`config.mk`:
```
export PLATFORM = sky130hd
export DESIGN_NAME = fp_widen_pipe
export DESIGN_NICKNAME = d
export VERILOG_FILES = /design/src/rtl/fp_widen_pipe.sv
export SDC_FILE = /design/constraint.sdc
export NUM_CORES = 1
export LEC_CHECK = 0
export ABC_AREA = 1
export CAP_MARGIN = 20
export CORE_ASPECT_RATIO = 1.4
export CORE_MARGIN = 4
export CORE_UTILIZATION = 40
export DETAILED_ROUTE_END_ITERATION = 16
export PLACE_DENSITY = 0.74
export SLEW_MARGIN = 30
export SYNTH_ARGS = -nofsm -noshare
export SYNTH_HDL_FRONTEND = slang
export SYNTH_SLANG_ARGS = --single-unit
export TNS_END_PERCENT = 10
```
`constraint.sdc`:
```
create_clock -name clk -period 1.7 [get_ports clk]
set_input_delay 0.255 -clock clk [delete_from_list [all_inputs] [get_ports clk]]
set_output_delay 0.255 -clock clk [all_outputs]
set_load 0.05 [all_outputs]
```
`src/rtl/fp_widen_pipe.sv`:
```
// Three-stage valid/ready pipeline widening {sign, exp, man} floating point to a wider format.
// Denormals are normalised; zero, inf and NaN (payload unchanged) are preserved.
module fp_widen_pipe #(
    parameter int WI   = 40,
    parameter int EI   = 10,
    parameter int WO   = 80,
    parameter int EO   = 15,
    parameter int TAGW = 6
) (
    input  logic            clk,
    input  logic            rst_n,
    input  logic            flush_i,
    input  logic            valid_i,
    output logic            ready_o,
    input  logic [WI-1:0]   a_i,
    input  logic [TAGW-1:0] tag_i,
    output logic            valid_o,
    input  logic            ready_i,
    output logic [WO-1:0]   o_o,
    output logic [TAGW-1:0] tag_o,
    output logic            denorm_o,
    output logic            snan_o
);

    localparam int MI  = WI - 1 - EI;
    localparam int MO  = WO - 1 - EO;
    localparam int LZW = (MI > 1) ? $clog2(MI) : 1;
    localparam int BI  = (1 << (EI - 1)) - 1;
    localparam int BO  = (1 << (EO - 1)) - 1;
    localparam logic [EO-1:0] DX = EO'(BO - BI);

    function automatic logic [LZW-1:0] lzc(input logic [MI-1:0] m);
        lzc = '0;
        // Scanning upward lets the highest set bit win.
        for (int unsigned i = 0; i < MI; i++) begin
            if (m[i]) lzc = LZW'(unsigned'(MI) - 1 - i);
        end
    endfunction

    logic v1, v2, v3;
    logic en1, en2, en3;

    assign en3     = ~v3 | ready_i;
    assign en2     = ~v2 | en3;
    assign en1     = ~v1 | en2;
    assign ready_o = en1;
    assign valid_o = v3;

    // Stage 1: decompose and classify
    logic            s1_sign, s1_vz, s1_xz, s1_xinf;
    logic [EI-1:0]   s1_exp;
    logic [MI-1:0]   s1_man;
    logic [TAGW-1:0] s1_tag;

    always_ff @(posedge clk or negedge rst_n) begin
        if (!rst_n) begin
            v1      <= 1'b0;
            s1_sign <= 1'b0;
            s1_vz   <= 1'b0;
            s1_xz   <= 1'b0;
            s1_xinf <= 1'b0;
            s1_exp  <= '0;
            s1_man  <= '0;
            s1_tag  <= '0;
        end else begin
            if (flush_i)  v1 <= 1'b0;
            else if (en1) v1 <= valid_i;
            if (en1 && valid_i && !flush_i) begin
                s1_sign <= a_i[WI-1];
                s1_exp  <= a_i[WI-2 -: EI];
                s1_man  <= a_i[MI-1:0];
                s1_xz   <= (a_i[WI-2 -: EI] == '0);
                s1_vz   <= (a_i[WI-2 -: EI] == '0) && (a_i[MI-1:0] == '0);
                s1_xinf <= (a_i[WI-2 -: EI] == '1);
                s1_tag  <= tag_i;
            end
        end
    end

    // Stage 2: leading-zero count
    logic            s2_sign, s2_vz, s2_xz, s2_xinf;
    logic [EI-1:0]   s2_exp;
    logic [MI-1:0]   s2_man;
    logic [LZW-1:0]  s2_lz;
    logic [TAGW-1:0] s2_tag;

    always_ff @(posedge clk or negedge rst_n) begin
        if (!rst_n) begin
            v2      <= 1'b0;
            s2_sign <= 1'b0;
            s2_vz   <= 1'b0;
            s2_xz   <= 1'b0;
            s2_xinf <= 1'b0;
            s2_exp  <= '0;
            s2_man  <= '0;
            s2_lz   <= '0;
            s2_tag  <= '0;
        end else begin
            if (flush_i)  v2 <= 1'b0;
            else if (en2) v2 <= v1;
            if (en2 && v1) begin
                s2_sign <= s1_sign;
                s2_vz   <= s1_vz;
                s2_xz   <= s1_xz;
                s2_xinf <= s1_xinf;
                s2_exp  <= s1_exp;
                s2_man  <= s1_man;
                s2_lz   <= lzc(s1_man);
                s2_tag  <= s1_tag;
            end
        end
    end

    // Stage 3: pack into the wide format
    logic [EO-1:0] pk_exp;
    logic [MO-1:0] pk_man;
    logic [MI-1:0] nm;
    logic          pk_den, pk_snan;

    always_comb begin
        pk_exp  = '0;
        pk_man  = '0;
        nm      = '0;
        pk_den  = s2_xz & ~s2_vz;
        pk_snan = s2_xinf & (|s2_man) & ~s2_man[MI-1];
        if (s2_vz) begin
            pk_exp = '0;
        end else if (s2_xinf) begin
            pk_exp            = '1;
            pk_man[MO-1 -: MI] = s2_man;
        end else if (s2_xz) begin
            // Shift one past the leading one so the implicit bit drops off the top.
            nm                 = (s2_man << s2_lz) << 1;
            pk_exp             = DX - EO'(s2_lz);
            pk_man[MO-1 -: MI] = nm;
        end else begin
            pk_exp             = EO'(s2_exp) + DX;
            pk_man[MO-1 -: MI] = s2_man;
        end
    end

    always_ff @(posedge clk or negedge rst_n) begin
        if (!rst_n) begin
            v3       <= 1'b0;
            o_o      <= '0;
            tag_o    <= '0;
            denorm_o <= 1'b0;
            snan_o   <= 1'b0;
        end else begin
            if (flush_i)  v3 <= 1'b0;
            else if (en3) v3 <= v2;
            if (en3 && v2) begin
                o_o      <= {s2_sign, pk_exp, pk_man};
                tag_o    <= s2_tag;
                denorm_o <= pk_den;
                snan_o   <= pk_snan;
            end
        end
    end

endmodule
```
======== Word level (Yosys, flattened, before mapping) ========
Index checks and enable logic that the tools add are counted.
storage, ports and cells
  register bits after elaboration ......... 159
  output and inout bits ................... 90
  input bits .............................. 51
cells by class
  equality and inequality tests ........... 1
  shifts and indexed selects .............. 1
  bitwise gates (word level) .............. 11
  reductions and logical operators ........ 12
  add/subtract/negate cells ............... 2
  multiplexer cells ....................... 41
operators with widths
  cell                    count
  $mux 5                  29
  $mux 29                 3
  $mux 15                 3
  $logic_not 29->1        1
  $reduce_or 29->1        1
  $shl 29x5->28           1
  $add 10x14->15 const B  1
  $sub 14x5->15 const A   1
  $eq 10x10->1 const B    1
  $logic_not 10->1        1
  $mux 1                  6
  $reduce_bool 2->1       3
  $logic_and 1x1->1       5
  $not 1->1               5
  $and 1x1->1             3
  $or 1x1->1              3
  $logic_not 1->1         1

======== Depth between registers and ports, before layout ========
Gate-level depths: netlist (run 1).
  depth in word-level cells ............... 29
  gate-level depth with buffers ........... 29
  gate-level depth less buffers ........... 29

======== Worst setup path before layout (run 1) ========
OpenSTA, ideal clock, no wires.
  path type ............................... register -> register
  start point ............................. register v3 (netlist: valid_o)
  end point ............................... register s1_exp[0]
  path buffers ............................ 2
  setup time .............................. 0.066 ns
  stages on the path, launching flop included .. 11
  period minus slack after synthesis ...... 2.226 ns
  arrival ................................. 2.161 ns
  setup slack ............................. -0.526 ns
  data required time ...................... 1.634 ns
  cell sequence ........................... dfrtp_1 inv_1 nor2_1 inv_1 nor2_1 nand2_1 nand2_1 buf_2 buf_1 nand2_1 nand2_1
between the ends
  cells in the longest elaborated chain, start to end .. 6
RTL lines
  what                            line  text
  start, declared                 40    logic v1, v2, v3;
  start signal, assigned          151   else if (en3) v3 <= v2;
  $not 1->1                       43    assign en3 = ~v3 | ready_i;
  $or 1x1->1                      43
  $or 1x1->1                      44    assign en2 = ~v2 | en3;
  $or 1x1->1                      45    assign en1 = ~v1 | en2;
  via ready_o                     14    output logic ready_o,
  $logic_and 1x1->1 (2 in a row)  68    if (en1 && valid_i && !flush_i) begin
  end signal, assigned            70    s1_exp <= a_i[WI-2 -: EI];
  end, declared                   51    logic [EI-1:0] s1_exp;
The timed path passes the listed nets, and every way through them passes these cells.
A chain may end at the register's enable or synchronous reset.

======== Final worst setup path (run 1) ========
  start point ............................. register s1_man[1]
  end point ............................... register s2_lz[0]
between the ends
  cells in the longest elaborated chain, start to end .. 28
RTL lines
  what                    line  text
  start, declared         52    logic [MI-1:0] s1_man;
  start signal, assigned  71    s1_man <= a_i[MI-1:0];
  $mux 5 (28 in a row)    36    if (m[i]) lzc = LZW'(unsigned'(MI) - 1 - i);
  end signal, assigned    108   s2_lz <= lzc(s1_man);
  end, declared           84    logic [LZW-1:0] s2_lz;
Every way passes these cells.

==> results.sh, run 1 <==
export IMPL_fp_row_count=61
export IMPL_vias_in_the_first_global_route=7521
export IMPL_grt_remaining_overflow=0
export IMPL_clock_transition_at_the_registers_of_the_reported_paths_ns=0.06
export IMPL_final_net_count=1327
export IMPL_rsz0062_at_grt="yes"
export IMPL_grt_first_pass_wirelength_mm=38.0
export IMPL_antenna_cells=0
export IMPL_worstPathArrival_ns=2.29
export IMPL_num_fill_cells=1753
export IMPL_drt_wirelength_per_cell_um=15.4
export IMPL_proportion_of_layout_cells_with_a_drive_suffix_above_1_pct=26.7
export IMPL_fin_setup_tns_ns=-2.24
export IMPL_antenna_found_initial=0
export IMPL_clock_root_buffer="sky130_fd_sc_hd__clkbuf_16"
export IMPL_cellLeakagePower_nw=5.57
export IMPL_die_h_um=176
export IMPL_final_max_slew_viol_count=0
export IMPL_synth_seq_cells=156
export IMPL_dp_worst_setup_slack_ns=-0.307
export IMPL_drt_total_wl_mm=23.6
export IMPL_initial_utilization_pct=40.6
export IMPL_area_growth_syn_to_layout_pct=40.1
export IMPL_critical_path_max_fanout=2
export IMPL_yosys_cell_types_count=41
export IMPL_reg2reg_from="s1_man[1]"
export IMPL_violated_checks="setup timing"
export IMPL_worst_setup_path_start_kind="flop"
export IMPL_largest_incremental_delay_on_the_critical_path_ns=0.39
export IMPL_timing_hold_worst_class="input pin to async pin"
export IMPL_slowest_stage="sky130_fd_sc_hd__dfrtp_1"
export IMPL_grt_max_degree=75
export IMPL_result_of_the_run="complete, but fails checks"
export IMPL_finish_stage_setup_viols=25
export IMPL_cts_inserted_buffers=17
export IMPL_seq_area_frac_synth_pct=48.5
export IMPL_report_power_total_w=0.0142
export IMPL_placement_io_buffers=105
export IMPL_yosysWarnings=0
export IMPL_final_period_utilization_pct=117
export IMPL_routabilityCongestion=0.946
export IMPL_synth_avg_cell_area_um2=7.85
export IMPL_coreArea_um2=19800
export IMPL_dr_total_vias=7670
export IMPL_clock_fmax_mhz=504
export IMPL_total_power_per_unit_cell_area_nw_per_um2=1260
export IMPL_detailedRoute_firstPassIterationCount=6
export IMPL_r2r_end="s2_lz[0]"
export IMPL_postSynthCellCount=1025
export IMPL_placed_cells_incl_taps=1503
export IMPL_finalClockSkew_ns=0.00980
export IMPL_design_die_area_um2=22500
export IMPL_boundaryPins=141
export IMPL_post_route_drc_count=0
export IMPL_grt_total_usage_pct=21.3
export IMPL_max_cap_viol_count=0
export IMPL_regToRegSetupSlack_ns=-0.28
export IMPL_antenna_left=0
export IMPL_worst_path_most_repeated_cell="sky130_fd_sc_hd__nand2_1"
export IMPL_drt_iter0_drc=623
export IMPL_tritoncts="done"
export IMPL_cp_required_ns=2.01
export IMPL_worstSetupEndpointType="flop"
export IMPL_avgViaCountPerCell=4.99
export IMPL_die_x_um=128
export IMPL_reg2regPathDepth=28
export IMPL_cts_root_to_sink_buffers=2
export IMPL_insertion_delay_ns=0.43
export IMPL_vdd_ir_max_mv=0.799
export IMPL_finalCoreUtilization_pct=56.8
export IMPL_cts_num_sinks=156
export IMPL_crit_type="flop to flop"
export IMPL_final_critical_path_setup_slack_ns=-0.283
export IMPL_fin_crit_ns=1.98
export IMPL_stdcell_count=1538
export IMPL_htree_num_levels=4
export IMPL_netlist_area_um2=8050
export IMPL_half_perimeter_wire_length_of_the_detailed_placement_result_mm=18.1
export IMPL_finalHoldViolations=0
-- routing by layer --
layer	routed length [µm]	GRT usage, %	vias to the layer above
li1	-	-	3816
met1	9880	27.4	3580
met2	11800	35.9	233
met3	1230	3.16	41
met4	707	8.32	0
met5	0	0	-
-- worst max-delay path by stage --
stage              start  endpoint  slack, ns
2_1_floorplan    valid_o   o_o[39]      -0.02
3_3_place_gp    s2_lz[0]   o_o[60]      -0.27
3_5_place_dp    s2_lz[0]   o_o[60]      -0.31
4_1_cts        s1_man[2]  s2_lz[0]      -0.27
5_1_grt        s1_man[3]  s2_lz[0]      -0.57
6_report       s1_man[1]  s2_lz[0]      -0.28
-- power by group --
group          total, W  switching [W]  internal, W
clock network   0.00360        0.00151      0.00208
logic           0.00581        0.00350      0.00232
registers       0.00478       0.000446      0.00434
-- cells by family after synthesis --
logic type / after synthesis / share of synthesized area, %
buf+inv: 191 / 11.6
simple gates: 412 / 20.2
other cells: 1 / 0.0466
mux: 11 / 1.37
xor+xnor: 1 / 0.109
compound gates: 251 / 17.9
fa+ha+maj: 2 / 0.311
flops: 156 / 48.5
-- final cells by class --
class,count,area (µm²),share of cell area (%)
Sequential cell,156,3910,34.6
Timing Repair Buffer,284,2390,21.2
Clock inverter,9,88.8,0.788
Inverter,103,427,3.78
Tap cell,252,315,2.80
Clock buffer,22,464,4.12
Multi-Input combinational cell,712,3690,32.7
-- sequential cells by signal, summed over array words and instances, names as in the netlist --
register	flops
s2_man	29
s2_sign	1
o_o	42
s2_vz	1
s1_tag	6
s2_xz	1
valid_o	1
s1_sign	1
s2_exp	10
s1_xz	1
s2_lz	5
v2	1
s2_tag	6
s1_vz	1
v1	1
s1_man	29
denorm_o	1
tag_o	6
snan_o	1
s1_exp	10
s2_xinf	1
s1_xinf	1
-- Yosys cell counts --
cell type                   count  area, µm²
sky130_fd_sc_hd__nand2_1      322       1210
sky130_fd_sc_hd__dfrtp_1      156       3900
sky130_fd_sc_hd__o21ai_0      109        546
sky130_fd_sc_hd__inv_1         88        330
sky130_fd_sc_hd__o21ai_1       61        305
sky130_fd_sc_hd__nor2_1        48        180
sky130_fd_sc_hd__buf_4         40        300
sky130_fd_sc_hd__clkbuf_1      32        120
sky130_fd_sc_hd__a21oi_1       19       95.1
sky130_fd_sc_hd__nand3_1       17       85.1
sky130_fd_sc_hd__nor4_1        14       87.6
sky130_fd_sc_hd__o22ai_1       13       81.3
sky130_fd_sc_hd__buf_2         11       55.1
sky130_fd_sc_hd__inv_2         11       41.3
sky130_fd_sc_hd__mux2i_1       11        110
sky130_fd_sc_hd__a22oi_1        9       67.6
sky130_fd_sc_hd__nand4_1        8       50.1
sky130_fd_sc_hd__a22o_1         7       61.3
sky130_fd_sc_hd__a32o_1         7       70.1
sky130_fd_sc_hd__a211oi_1       5       37.5
sky130_fd_sc_hd__a221oi_1       5       43.8
sky130_fd_sc_hd__buf_1          4       15.0
sky130_fd_sc_hd__bufinv_8       3       52.6
sky130_fd_sc_hd__o2111ai_1      3       26.3
sky130_fd_sc_hd__a2111oi_0      2       17.5
sky130_fd_sc_hd__ha_1           2       25.0
sky130_fd_sc_hd__nor3_1         2       10.0
sky130_fd_sc_hd__o211ai_1       2       15.0
sky130_fd_sc_hd__o41ai_1        2       17.5
sky130_fd_sc_hd__a21boi_0       1       7.51
sky130_fd_sc_hd__a311oi_1       1       8.76
sky130_fd_sc_hd__a31oi_1        1       6.26
sky130_fd_sc_hd__and2_1         1       6.26
sky130_fd_sc_hd__clkbuf_8       1       13.8
sky130_fd_sc_hd__clkinv_1       1       3.75
sky130_fd_sc_hd__conb_1         1       3.75
sky130_fd_sc_hd__o21bai_1       1       7.51
sky130_fd_sc_hd__o221ai_1       1       8.76
sky130_fd_sc_hd__o311ai_1       1       8.76
sky130_fd_sc_hd__o31ai_1        1       7.51
sky130_fd_sc_hd__xor2_1         1       8.76
-- worst max-delay path: cells and delay by family, from the launching register on --
family           cells  cell delay (ns)
and+or+nand+nor     28             1.47
DFF                  1             0.39
-- layout by cell type, fill, tap and decap left out, types with 4 or more instances in the layout --
cell type / n
sky130_fd_sc_hd__nand2_2: 6
sky130_fd_sc_hd__buf_6: 5
sky130_fd_sc_hd__conb_1: 35
sky130_fd_sc_hd__buf_12: 7
sky130_fd_sc_hd__nand2_1: 315
sky130_fd_sc_hd__o21ai_1: 48
sky130_fd_sc_hd__a22oi_1: 6
sky130_fd_sc_hd__a21oi_1: 18
sky130_fd_sc_hd__nand4_1: 8
sky130_fd_sc_hd__o21ai_0: 99
sky130_fd_sc_hd__mux2i_1: 7
sky130_fd_sc_hd__o21ai_2: 23
sky130_fd_sc_hd__nor2_1: 41
sky130_fd_sc_hd__o22ai_2: 4
sky130_fd_sc_hd__nand3_1: 17
sky130_fd_sc_hd__o22ai_1: 9
sky130_fd_sc_hd__a32o_1: 7
sky130_fd_sc_hd__clkdlybuf4s50_1: 49
sky130_fd_sc_hd__a22o_1: 7
sky130_fd_sc_hd__clkbuf_16: 17
sky130_fd_sc_hd__dfrtp_1: 155
sky130_fd_sc_hd__buf_4: 219
sky130_fd_sc_hd__nor4_1: 11
sky130_fd_sc_hd__inv_1: 85
sky130_fd_sc_hd__nor2_2: 5
sky130_fd_sc_hd__inv_2: 13
-- through the flow --
| stage | area [µm²] | hold WS, ns |
|---|---|---|
| 2_1_floorplan | 8200 | -0.0406 |
| 3_3_place_gp | 10300 | 0.180 |
| 3_5_place_dp | 10300 | 0.183 |
| 4_1_cts | 11100 | 0.291 |
| 5_1_grt | 11300 | 0.310 |
| 6_report | 11300 | 0.293 |
-- repair_timing --
item	4_1_cts	5_1_grt
hold endpoints to repair	34	0
setup buffers	3	2
resized for setup	59	39
endpoints found under the setup margin	35	38
pin swaps	8	7
hold buffers	1	0
Note: power is estimated with default switching activity, not from simulation.
==> run 2: changes to the inputs <==
- TNS_END_PERCENT: 10 -> unset
==> run 2 against run 1 <==
Against the previous run: the flow still finishes with violations (setup timing); register-to-register slack about the same; power increased by 9.2%; first-iteration DRC count decreased by 4.2%; sequential power about the same; die area unchanged; critical path type unchanged; largest cell class is now multi-input gates; largest power group unchanged.
==> results.sh, run 2 (same netlist as run 1, synthesis figures left out) <==
export IMPL_result_of_the_run="complete, but fails checks"
export IMPL_violated_checks="setup timing"
export IMPL_area_growth_syn_to_layout_pct=50.0
export IMPL_half_perimeter_wire_length_of_the_detailed_placement_result_mm=18.2
export IMPL_proportion_of_layout_cells_with_a_drive_suffix_above_1_pct=33.6
export IMPL_drt_iter0_drc=597
export IMPL_final_period_utilization_pct=117
export IMPL_finish_stage_setup_viols=26
export IMPL_grt_total_usage_pct=21.7
export IMPL_grt_max_degree=57
export IMPL_design_die_area_um2=22500
export IMPL_die_x_um=128
export IMPL_die_h_um=176
export IMPL_layout_cells_most_common_list="291 x sky130_fd_sc_hd__nand2_1, 200 x sky130_fd_sc_hd__buf_4, 154 x sky130_fd_sc_hd__dfrtp_1, 96 x sky130_fd_sc_hd__o21ai_0, 81 x sky130_fd_sc_hd__inv_1"
export IMPL_largest_register_ffs=42
export IMPL_cellLeakagePower_nw=5.83
export IMPL_insertion_delay_ns=0.43
export IMPL_holdWs_ns=0.312
export IMPL_finalClockSkew_ns=0.00542
export IMPL_crit_type="flop to flop"
export IMPL_antenna_found_initial=0
export IMPL_post_route_drc_count=0
export IMPL_tritoncts="done"
export IMPL_placement_io_buffers=105
export IMPL_clock_transition_at_the_registers_of_the_reported_paths_ns=0.06
export IMPL_worstPathArrival_ns=2.31
export IMPL_grt_remaining_overflow=0
export IMPL_critical_path_max_fanout=6
export IMPL_max_cap_viol_count=0
export IMPL_commonest_non_fill_non_tap_cell_in_the_layout="sky130_fd_sc_hd__nand2_1"
export IMPL_cp_required_ns=2.02
export IMPL_drt_total_wl_mm=25.2
export IMPL_coreArea_um2=19800
export IMPL_fp_row_count=61
export IMPL_fin_crit_ns=1.99
export IMPL_cts_root_to_sink_buffers=2
export IMPL_cts_inserted_buffers=17
export IMPL_final_cell_area_um2=12100
export IMPL_dp_worst_setup_slack_ns=-0.344
export IMPL_total_power_per_unit_cell_area_nw_per_um2=1280
export IMPL_vias_in_the_first_global_route=7715
export IMPL_antenna_cells=0
export IMPL_timing_hold_worst_class="input pin to async pin"
export IMPL_worstSetupEndpointType="flop"
export IMPL_layout_top_registers="o_o x42, s1_man x29, s2_man x29"
export IMPL_cts_num_sinks=156
export IMPL_grt_first_pass_wirelength_mm=39.0
export IMPL_antenna_left=0
export IMPL_initial_utilization_pct=40.6
export IMPL_vdd_ir_max_mv=0.737
export IMPL_routabilityCongestion=0.923
export IMPL_dr_total_vias=7946
export IMPL_htree_num_levels=4
export IMPL_boundaryPins=141
export IMPL_final_max_slew_viol_count=0
export IMPL_placed_cells_incl_taps=1491
export IMPL_topRoutingLayerUsed="met4"
export IMPL_rsz0062_at_grt="yes"
export IMPL_finalHoldViolations=0
export IMPL_clock_fmax_mhz=502
export IMPL_placed_area_um2=10300
export IMPL_finalCoreUtilization_pct=60.9
export IMPL_detailedRoute_firstPassIterationCount=5
export IMPL_route_layer_met1_wl_mm=10.1
export IMPL_drt_wirelength_per_cell_um=16.3
export IMPL_final_critical_path_setup_slack_ns=-0.292
export IMPL_stdcell_count=1548
export IMPL_largest_register="o_o"
export IMPL_worst_setup_path_start_kind="flop"
export IMPL_dr_wl_met3_mm=1.34
export IMPL_avgViaCountPerCell=5.13
export IMPL_clock_root_buffer="sky130_fd_sc_hd__clkbuf_16"
export IMPL_num_fill_cells=1663
export IMPL_final_net_count=1336
export IMPL_wl_met2_mm=12.7
-- run 2: cell types whose count changed in the layout (fill, tap and decap cells not counted), sizes merged --
cell / previous run / this run
buf: 234 / 241
inv: 100 / 101
clkinv: 6 / 4
bufinv: 3 / 6
clkinvlp: 3 / 4
-- run 2: worst max-delay path, cell delays in order (launching register included) --
cell and delay, ns:
sky130_fd_sc_hd__dfrtp_1 0.43, sky130_fd_sc_hd__buf_12 0.17, sky130_fd_sc_hd__buf_12 0.14, sky130_fd_sc_hd__nand2_4 0.06
sky130_fd_sc_hd__o21ai_2 0.06, sky130_fd_sc_hd__mux2i_1 0.15, sky130_fd_sc_hd__inv_1 0.09, sky130_fd_sc_hd__nand2_1 0.08
sky130_fd_sc_hd__o21ai_2 0.06, sky130_fd_sc_hd__buf_4 0.13, sky130_fd_sc_hd__a22oi_2 0.14, sky130_fd_sc_hd__o211ai_1 0.11
sky130_fd_sc_hd__a32o_1 0.27
-- run 2: final cells by class --
type | count | area (µm²) | share of cell area [%]
multi-input combinational | 712 | 4140 | 34.3
tap | 252 | 315 | 2.61
clock inverter | 11 | 159 | 1.32
timing repair buffer | 292 | 2660 | 22.0
inverter | 103 | 435 | 3.61
sequential | 156 | 3910 | 32.3
clock buffer | 21 | 460 | 3.81
timing repair inverter | 1 | 7.51 | 0.0622
-- run 2: metrics by stage --
step	power [W]	TNS, ns
2_1_floorplan	0.00787	0
3_3_place_gp	0.0100	-7.19
3_5_place_dp	0.0101	-8.24
4_1_cts	0.0147	-2.59
5_1_grt	0.0162	-7.52
6_report	0.0155	-4.04
-- run 2: path summary, 6_finish.rpt --
kind / startpoint / end / slack, ns / depth (start not counted)
worst max-delay path: s2_lz[0] / o_o[55] / -0.29 / 12
worst min-delay path: rst_n / o_o[71] / 0.31 / 2
worst max register to register: s2_lz[0] / o_o[55] / -0.29 / 12
worst min register to register: s1_exp[6] / s2_exp[6] / 0.48 / 2
max in group asynchronous: rst_n / s2_lz[1] / 0.80 / 3
min in group clk: tag_i[4] / s1_tag[4] / 0.36 / 3
-- run 2: power by group --
part           switching [W]  internal (W)  total (W)
combinational        0.00395       0.00277    0.00672
clock                0.00156       0.00241    0.00397
sequential          0.000458       0.00434    0.00479
total                0.00597       0.00952     0.0155
-- run 2: what timing repair did --
item | 4_1_cts | 5_1_grt
hold buffers | 1 | 0
cloned | 2 | 1
setup buffers | 8 | 20
resized for setup | 108 | 131
pin swaps | 16 | 57
endpoints found under the setup margin | 31 | 41
endpoints found under the hold margin | 37 | 0
-- run 2: layer usage --
layer | GRT usage, % | vias up
met3 | 3.86 | 73
met2 | 36.5 | 258
met5 | 0 | -
met4 | 9.42 | 0
li1 | - | 3846
met1 | 27.3 | 3769
